$ cat src/rtl/mips_fetch_decode.sv
// Fetch-and-decode front end: writable program memory, PC sequencing,
// field split and kind classification, one decoded word per cycle over valid/ready.
module mips_fetch_decode #(
    parameter int unsigned DEPTH = 16,
    localparam int unsigned PW = $clog2(DEPTH)
) (
    input  logic          clk,
    input  logic          rst_n,
    input  logic          prog_we,
    input  logic [PW-1:0] prog_addr,
    input  logic [31:0]   prog_data,
    input  logic [PW:0]   prog_len,
    input  logic          start,
    output logic          out_valid,
    input  logic          out_ready,
    output logic [31:0]   instr,
    output logic [PW-1:0] pc,
    output logic [5:0]    opcode,
    output logic [4:0]    rs,
    output logic [4:0]    rt,
    output logic [4:0]    rd,
    output logic [4:0]    shamt,
    output logic [5:0]    funct,
    output logic [31:0]   imm_se,
    output logic [1:0]    kind,
    output logic [7:0]    illegal_cnt,
    output logic          done
);

    typedef enum logic [1:0] {ST_IDLE, ST_RUN, ST_DONE} state_t;
    typedef enum logic [1:0] {K_RALU = 2'b00, K_LW = 2'b01, K_SW = 2'b10, K_ILL = 2'b11} kind_t;

    logic [31:0] mem [DEPTH];

    state_t      state_q, state_d;
    logic [PW:0] fp_q;
    logic [PW:0] len_q;
    logic [31:0] instr_q;
    logic [PW-1:0] pc_q;
    kind_t       kind_q;
    logic        valid_q;
    logic [7:0]  ill_q;

    logic [31:0] word;
    kind_t       kind_d;
    logic        start_go;
    logic        load;
    logic        accept;

    assign word   = mem[fp_q[PW-1:0]];
    assign accept = valid_q && out_ready;

    always_comb begin
        kind_d = K_ILL;
        case (word[31:26])
            6'h00: begin
                case (word[5:0])
                    6'h20, 6'h22, 6'h24, 6'h25, 6'h2A: kind_d = K_RALU;
                    default:                           kind_d = K_ILL;
                endcase
            end
            6'h23:   kind_d = K_LW;
            6'h2B:   kind_d = K_SW;
            default: kind_d = K_ILL;
        endcase
    end

    always_comb begin
        state_d  = state_q;
        start_go = 1'b0;
        load     = 1'b0;
        case (state_q)
            ST_IDLE, ST_DONE: begin
                if (start) begin
                    start_go = 1'b1;
                    state_d  = (prog_len == '0) ? ST_DONE : ST_RUN;
                end
            end
            ST_RUN: begin
                load = (!valid_q || out_ready) && (fp_q < len_q);
                if ((fp_q == len_q) && (!valid_q || out_ready))
                    state_d = ST_DONE;
            end
            default: state_d = ST_IDLE;
        endcase
    end

    always_ff @(posedge clk or negedge rst_n) begin
        if (!rst_n) state_q <= ST_IDLE;
        else        state_q <= state_d;
    end

    // Memory has no reset so its contents survive rst_n; RUN blocks writes.
    always_ff @(posedge clk) begin
        if (prog_we && state_q != ST_RUN)
            mem[prog_addr] <= prog_data;
    end

    always_ff @(posedge clk or negedge rst_n) begin
        if (!rst_n) begin
            fp_q    <= '0;
            len_q   <= '0;
            instr_q <= '0;
            pc_q    <= '0;
            kind_q  <= K_RALU;
            valid_q <= 1'b0;
            ill_q   <= '0;
        end else if (start_go) begin
            len_q   <= prog_len;
            fp_q    <= '0;
            ill_q   <= '0;
            valid_q <= 1'b0;
        end else begin
            if (load) begin
                instr_q <= word;
                pc_q    <= fp_q[PW-1:0];
                kind_q  <= kind_d;
                valid_q <= 1'b1;
                fp_q    <= fp_q + (PW+1)'(1);
            end else if (accept) begin
                valid_q <= 1'b0;
            end
            if (accept && kind_q == K_ILL && ill_q != '1)
                ill_q <= ill_q + 8'd1;
        end
    end

    assign out_valid   = valid_q;
    assign instr       = instr_q;
    assign pc          = pc_q;
    assign opcode      = instr_q[31:26];
    assign rs          = instr_q[25:21];
    assign rt          = instr_q[20:16];
    assign rd          = instr_q[15:11];
    assign shamt       = instr_q[10:6];
    assign funct       = instr_q[5:0];
    assign imm_se      = {{16{instr_q[15]}}, instr_q[15:0]};
    assign kind        = kind_q;
    assign illegal_cnt = ill_q;
    assign done        = (state_q == ST_DONE);

endmodule

$ cat config.mk
export PLATFORM = sky130hd
export DESIGN_NAME = mips_fetch_decode
export DESIGN_NICKNAME = d
export VERILOG_FILES = /design/src/rtl/mips_fetch_decode.sv
export SDC_FILE = /design/constraint.sdc
export NUM_CORES = 1
export LEC_CHECK = 0
export CAP_MARGIN = 25
export CELL_PAD_IN_SITES_DETAIL_PLACEMENT = 0
export CELL_PAD_IN_SITES_GLOBAL_PLACEMENT = 2
export CORE_UTILIZATION = 40
export CTS_BUF_LIST = sky130_fd_sc_hd__clkbuf_16
export CTS_CLUSTER_SIZE = 30
export DETAILED_ROUTE_END_ITERATION = 12
export PLACE_DENSITY_LB_ADDON = 0.1
export RECOVER_POWER = 25
export REMOVE_ABC_BUFFERS = 1
export SETUP_SLACK_MARGIN = 0.1
export SKIP_LAST_GASP = 1
export SLEW_MARGIN = 20
export SYNTH_ARGS = -nofsm -noshare
export SYNTH_HDL_FRONTEND = slang
export SYNTH_SLANG_ARGS = --single-unit
$ cat constraint.sdc
create_clock -name clk -period 3.4 [get_ports clk]
set_input_delay 0.85 -clock clk [delete_from_list [all_inputs] [get_ports clk]]
set_output_delay 0.85 -clock clk [all_outputs]
set_load 0.01 [all_outputs]
Word-level counts from Yosys, hierarchy flattened
Memories as Yosys holds them, arrays and structs flattened.
Cells that the tools add are included.
Storage, ports and cells
  flip-flop bits (word level): 59
  bits in writable memories: 512
  output and inout bits: 112
  memories kept: 1
Cells by class
  add/sub/neg operators: 2
  magnitude comparators: 1
  equal/unequal tests: 15
  muxes and demuxes: 18
  bitwise gates (word level): 1
  reductions and logical operators: 18
Memories
  mem: depth 16, bits a word 32, rd ports 1, clocked after Yosys merged registers in 0, write ports 1, line 33  | logic [31:0] mem [DEPTH];
Operators by type and width (number)
  $eq A6 B6 Y1 const B: 7
  $mux W8: 2
  $mux W5: 2
  $add A8 B1 Y8 const B: 1
  $mux W1: 8
  $mux W2: 4
  $ne A8 B8 Y1 const B: 1
  $logic_and A1 B1 Y1: 6
  $logic_not A6 Y1: 1
  $pmux W2 S3: 1
  $add A5 B1 Y5 const B: 1
  $eq A5 B5 Y1: 1
  $logic_not A5 Y1: 1
  $lt A5 B5 Y1: 1
  $reduce_or A5 Y1: 1
  $eq A2 B2 Y1 const B: 2
  $ne A2 B2 Y1 const B: 2
  $pmux W2 S2: 1
  $reduce_and A2 Y1: 2
  $reduce_bool A2 Y1: 2
  $reduce_bool A3 Y1: 1
  $eq A2 B1 Y1 const B: 1
  $logic_not A2 Y1: 1
  $ne A2 B1 Y1 const B: 1
  4 further kinds: 4

Logic depth before layout (Yosys ltp)
  depth after elaboration: 6
  depth in mapped cells: 12

Worst setup path before layout
OpenSTA, ideal clock, no wires.
  kind: input -> register
  start point: in prog_addr[1]
  end point: mem mem[0][0], enable pin
  setup time: 461 ps
  data arrival time: 3491 ps
  data required time: 2939 ps
  setup slack: -552 ps
  stages on the path: 2
  path buffers: 0
  path through: or3_1 > nor3_1
RTL lines
  from (decl): line 10  | input logic [PW-1:0] prog_addr,
  to (decl): line 33
No word-level cell before the write port.

Worst setup path after layout
  start point: reg fp_q[0]
  end point: reg kind_q[1], in the netlist kind[1]
On the way
  longest elaborated chain between the ends: 5
  elaborated cells on any way between the ends: 16
  classes of those cells: order compare (1); eq/ne (7); mux (3); reduce/logical (4); memory (1)
RTL lines
  from (decl): line 36  | logic [PW:0] fp_q;
  from (signal assigned): line 119  | fp_q <= fp_q + (PW+1)'(1);
  $mem_v2 Z16 W32
  $eq A6 B6 Y1: line 57  | case (word[5:0])
  $reduce_or A5 Y1: line 57
  $mux W2: line 57
  $pmux W2 S3: line 55  | case (word[31:26])
  to (signal assigned): line 117  | kind_q <= kind_d;
  to (decl): line 40  | kind_t kind_q;
Parallel ways exist; a longest one is shown, timed or not.
A chain may end at the register's enable or synchronous reset.

==> impl_results.md <==
- Outcome: finished clean
- Ranking of synthesized cells by area: edfxtp_1 (68%), mux4_2 (14%), dfrtp_1 (6.6%)
- PostCTS Resize Cnt: 0
- Register area share after synthesis: 0.7496
- First-pass GRT wire length: roughly 76 mm
- # diodes: 0
- Worst Hold Class: register to register
- Area share of the largest cell type after synthesis: 0.6839
- VDD IR max: 0.0004081 V
- Critical path peak fanout: 28
- Routed met2 length: roughly 25 mm
- Max Fclk: around 350 MHz
- Vias in the first global route: 11140
- Largest net degree at the start of global routing: 53
- Slew Limit Fails: 0
- Final instance area: 26860 µm²
- Avg Cell Area, Syn: 20.04 µm²
- Total of warnings raised by yosys: 0
- CTS tree: built
- DRC viols: 0
- DR top layer: met5
- Die height: approximately 240 µm
- 1st-pass router iterations: 4
- Initial antenna violation count: 3
- Commonest cells post-synth: edfxtp_1 (512), mux4_2 (142), nand2_1 (117)
- Dpl cell area: approximately 25000 µm²
- CTS Hold Bufs: 0
- Unique masters post-synth: between 40 and 50
- Worst Max-Slew Pin Slew: about 1400 ps
- Share of cells above drive strength 1: 0.2273
- Worst R2R Setup Slack: approximately 520 ps
- Total wire length: 51.04 mm
- Reg-to-reg critical path endpoint: kind[1]$_DFFE_PN0P_
- Worst Setup Start Kind: register
- Initial Util: 0.4065
- Worst relative slew slack: 0.03352
- Crit path time final: roughly 2900 ps
- Worst Hold End: pc[3]$_DFFE_PN0P_
- Via density: about 5.2
- RD Place Congestion: a little under 0.7
- Crit path capture type: register
- Synthesized instance count: ~1100
- CP arrival: about 3400 ps
- Mapped Area: about 22000 µm²
- Largest stage delay, worst path: between 700 and 800 ps
- # IOs: around 160
- DRT iter0 DRCs: approximately 800
- Area leader, netlist: edfxtp_1
- Total CTS buffers: 60
- Clock-pin slew on the worst setup and hold paths: about 60 ps
- Via count: 10790
- Async SR Flop Fraction: 0.1033
- Pwr Density: 796.3 nW/µm²
- Die footprint: 57150 µm²
- Avg WL per Cell: between 20 and 25 µm
- CP required: around 3900 ps
- Core area: roughly 55000 µm²
- Final Hold Viols: 0
- CP max-delay cell: dfrtp_4
- Setup CP Type: register to register
- Filler cells: between 4000 and 5000
- Die Wd: 239.1 µm
- RSZ-0062 raised after global routing: false
- Rows: 86
- Final setup fails: 0
- Pleak: 8.865 nW
- H-tree depth: 2
- Root Buffer: clkbuf_16
- WHS Path Cells: 2
- Routed Antenna Nets: 0
- Clk buf depth: 3
- Register bit total from synthesis: about 570
- Final worst-path cycle share: 0.8483
- Most frequent cell after synthesis: edfxtp_1
- Post-DP HPWL: 26.69 mm
- Final core utilization: 0.4857
- Hold Crit Start: pc[3]$_DFFE_PN0P_
- Reg2Reg Launch Point: fp_q[0]$_DFFE_PN0P_
- Worst-skew pair later-pin latency: slightly above 600 ps
- Setup bufs post-CTS: 0
- Synth Flop Type: edfxtp_1
- Met3 wire len: ~2.0 mm
- Remaining Overflow, GRT: 0
- Gr usage total: 0.1839
- Setup Skew: roughly 20 ps
- Max_cap viols: 0
- Final #Nets: approximately 1300
- I/O Buffers: between 150 and 200
- Post-synth EDFFs: approximately 510
- Clk sink count: about 570
- M1 WL: roughly 23 mm
- CP cell instances: buf_4 > mux4_2 > a22oi_1 > nand3_1 > o211ai_1 > nand4_1 > nor4_2 > nor3_1
- R2R cell count: 8
- Syn-to-layout area delta: 19.49%
## how the worst max path moves through the flow
stage / end / cells past startpoint / start
finish: kind[1]$_DFFE_PN0P_ / 8 / fp_q[0]$_DFFE_PN0P_
floorplan: out_valid$_DFFE_PN0P_ / 6 / fp_q[0]$_DFFE_PN0P_
CTS: kind[1]$_DFFE_PN0P_ / 8 / fp_q[0]$_DFFE_PN0P_
detailed placement: kind[1]$_DFFE_PN0P_ / 8 / fp_q[0]$_DFFE_PN0P_
global placement: kind[1]$_DFFE_PN0P_ / 8 / fp_q[0]$_DFFE_PN0P_
global route: kind[1]$_DFFE_PN0P_ / 8 / fp_q[0]$_DFFE_PN0P_
## registers in the layout (all words and copies together), names as in the netlist
| name | cells |
|---|---|
| mem | 512 |
| state_q | 2 |
| illegal_cnt | 8 |
| out_valid | 1 |
| kind | 2 |
| instr | 32 |
| pc | 4 |
| len_q | 5 |
| fp_q | 5 |
## logic make-up after synthesis
group | synth area share
buffers and inverters | 0.03518
AO/OA/AOI/OAI | 0.009963
AND/OR/NAND/NOR | 0.03807
flip-flops | 0.7496
adder cells (fa/ha/maj) | 0.003896
XOR/XNOR | 0.004286
multiplexers | 0.1590
## through the flow
stage / power [mW] / setup WS, ps / std cells / hold WS, ps / setup TNS [ps]
4_1_cts: 21.76 / 451.8 / 2068 / 306.1 / 0
2_1_floorplan: 12.46 / -4109 / 1007 / 473.3 / -228770
6_report: 21.39 / 515.9 / 2068 / 490.1 / 0
5_1_grt: 22.46 / 237.8 / 2068 / 513.3 / 0
3_3_place_gp: 15.29 / 455.5 / 1954 / 467.7 / 0
3_5_place_dp: 15.30 / 447.3 / 1954 / 481.8 / 0
## final cells by class
class / count / area, µm² / share of cell area
clock inverter: 52 / 391.6 / 0.01458
sequential: 571 / 16860 / 0.6277
timing repair buffer: 199 / 2125 / 0.07909
multi-input combinational: 427 / 4964 / 0.1848
tap: 748 / 935.9 / 0.03484
inverter: 9 / 33.78 / 0.001258
clock buffer: 62 / 1551 / 0.05776
## power breakdown
part	total, mW	internal (mW)	switching, mW
combinational	6.46	3.29	3.17
sequential	8.53	8.11	0.423
clock	6.40	3.73	2.67
## layout by cell type (no fill, tap or decap), types with 2 or more instances in the layout
| master | synthesis | final |
|---|---|---|
| edfxtp_1 | 512 | 512 |
| bufinv_16 | 0 | 6 |
| mux2i_1 | 17 | 17 |
| clkinv_2 | 0 | 9 |
| dlygate4sd3_1 | 0 | 18 |
| o221ai_1 | 2 | 2 |
| nand2_1 | 117 | 117 |
| nor3_1 | 9 | 5 |
| xnor2_1 | 6 | 6 |
| nor2_1 | 40 | 28 |
| xor2_1 | 5 | 5 |
| buf_4 | 68 | 20 |
| dfrtp_1 | 59 | 56 |
| clkbuf_16 | 0 | 62 |
| clkinvlp_4 | 0 | 4 |
| nand3_1 | 7 | 7 |
| mux4_1 | 4 | 4 |
| clkinv_1 | 1 | 17 |
| dfrtp_4 | 0 | 2 |
| a21oi_1 | 6 | 6 |
| ha_1 | 7 | 7 |
| clkbuf_1 | 14 | 2 |
| mux4_2 | 142 | 142 |
| mux2_2 | 9 | 9 |
| nor2b_1 | 4 | 3 |
| inv_1 | 8 | 23 |
| nor2_4 | 0 | 12 |
| a21boi_0 | 2 | 2 |
| o21ai_0 | 19 | 19 |
| clkdlybuf4s50_1 | 0 | 138 |
| buf_12 | 1 | 20 |
| nand4_1 | 6 | 6 |
| nor4_2 | 2 | 2 |
| nand2b_1 | 6 | 6 |
| a22oi_1 | 2 | 2 |
| nor3_2 | 0 | 4 |
## layer usage
metal	global-route usage	vias to the layer above
li1	-	4705
met1	0.2642	5768
met2	0.2955	245
met3	0.02667	67
met4	0.04662	6
met5	0	-
## worst max-delay path: cells and delay by family (launching register included)
kind	cells	cell delay, ps
AND/OR/NAND/NOR	4	620
multiplexers	1	550
flip-flops	1	770
AO/OA/AOI/OAI	2	390
buffers and inverters	1	410
Note: power is estimated with default switching activity, not from simulation.
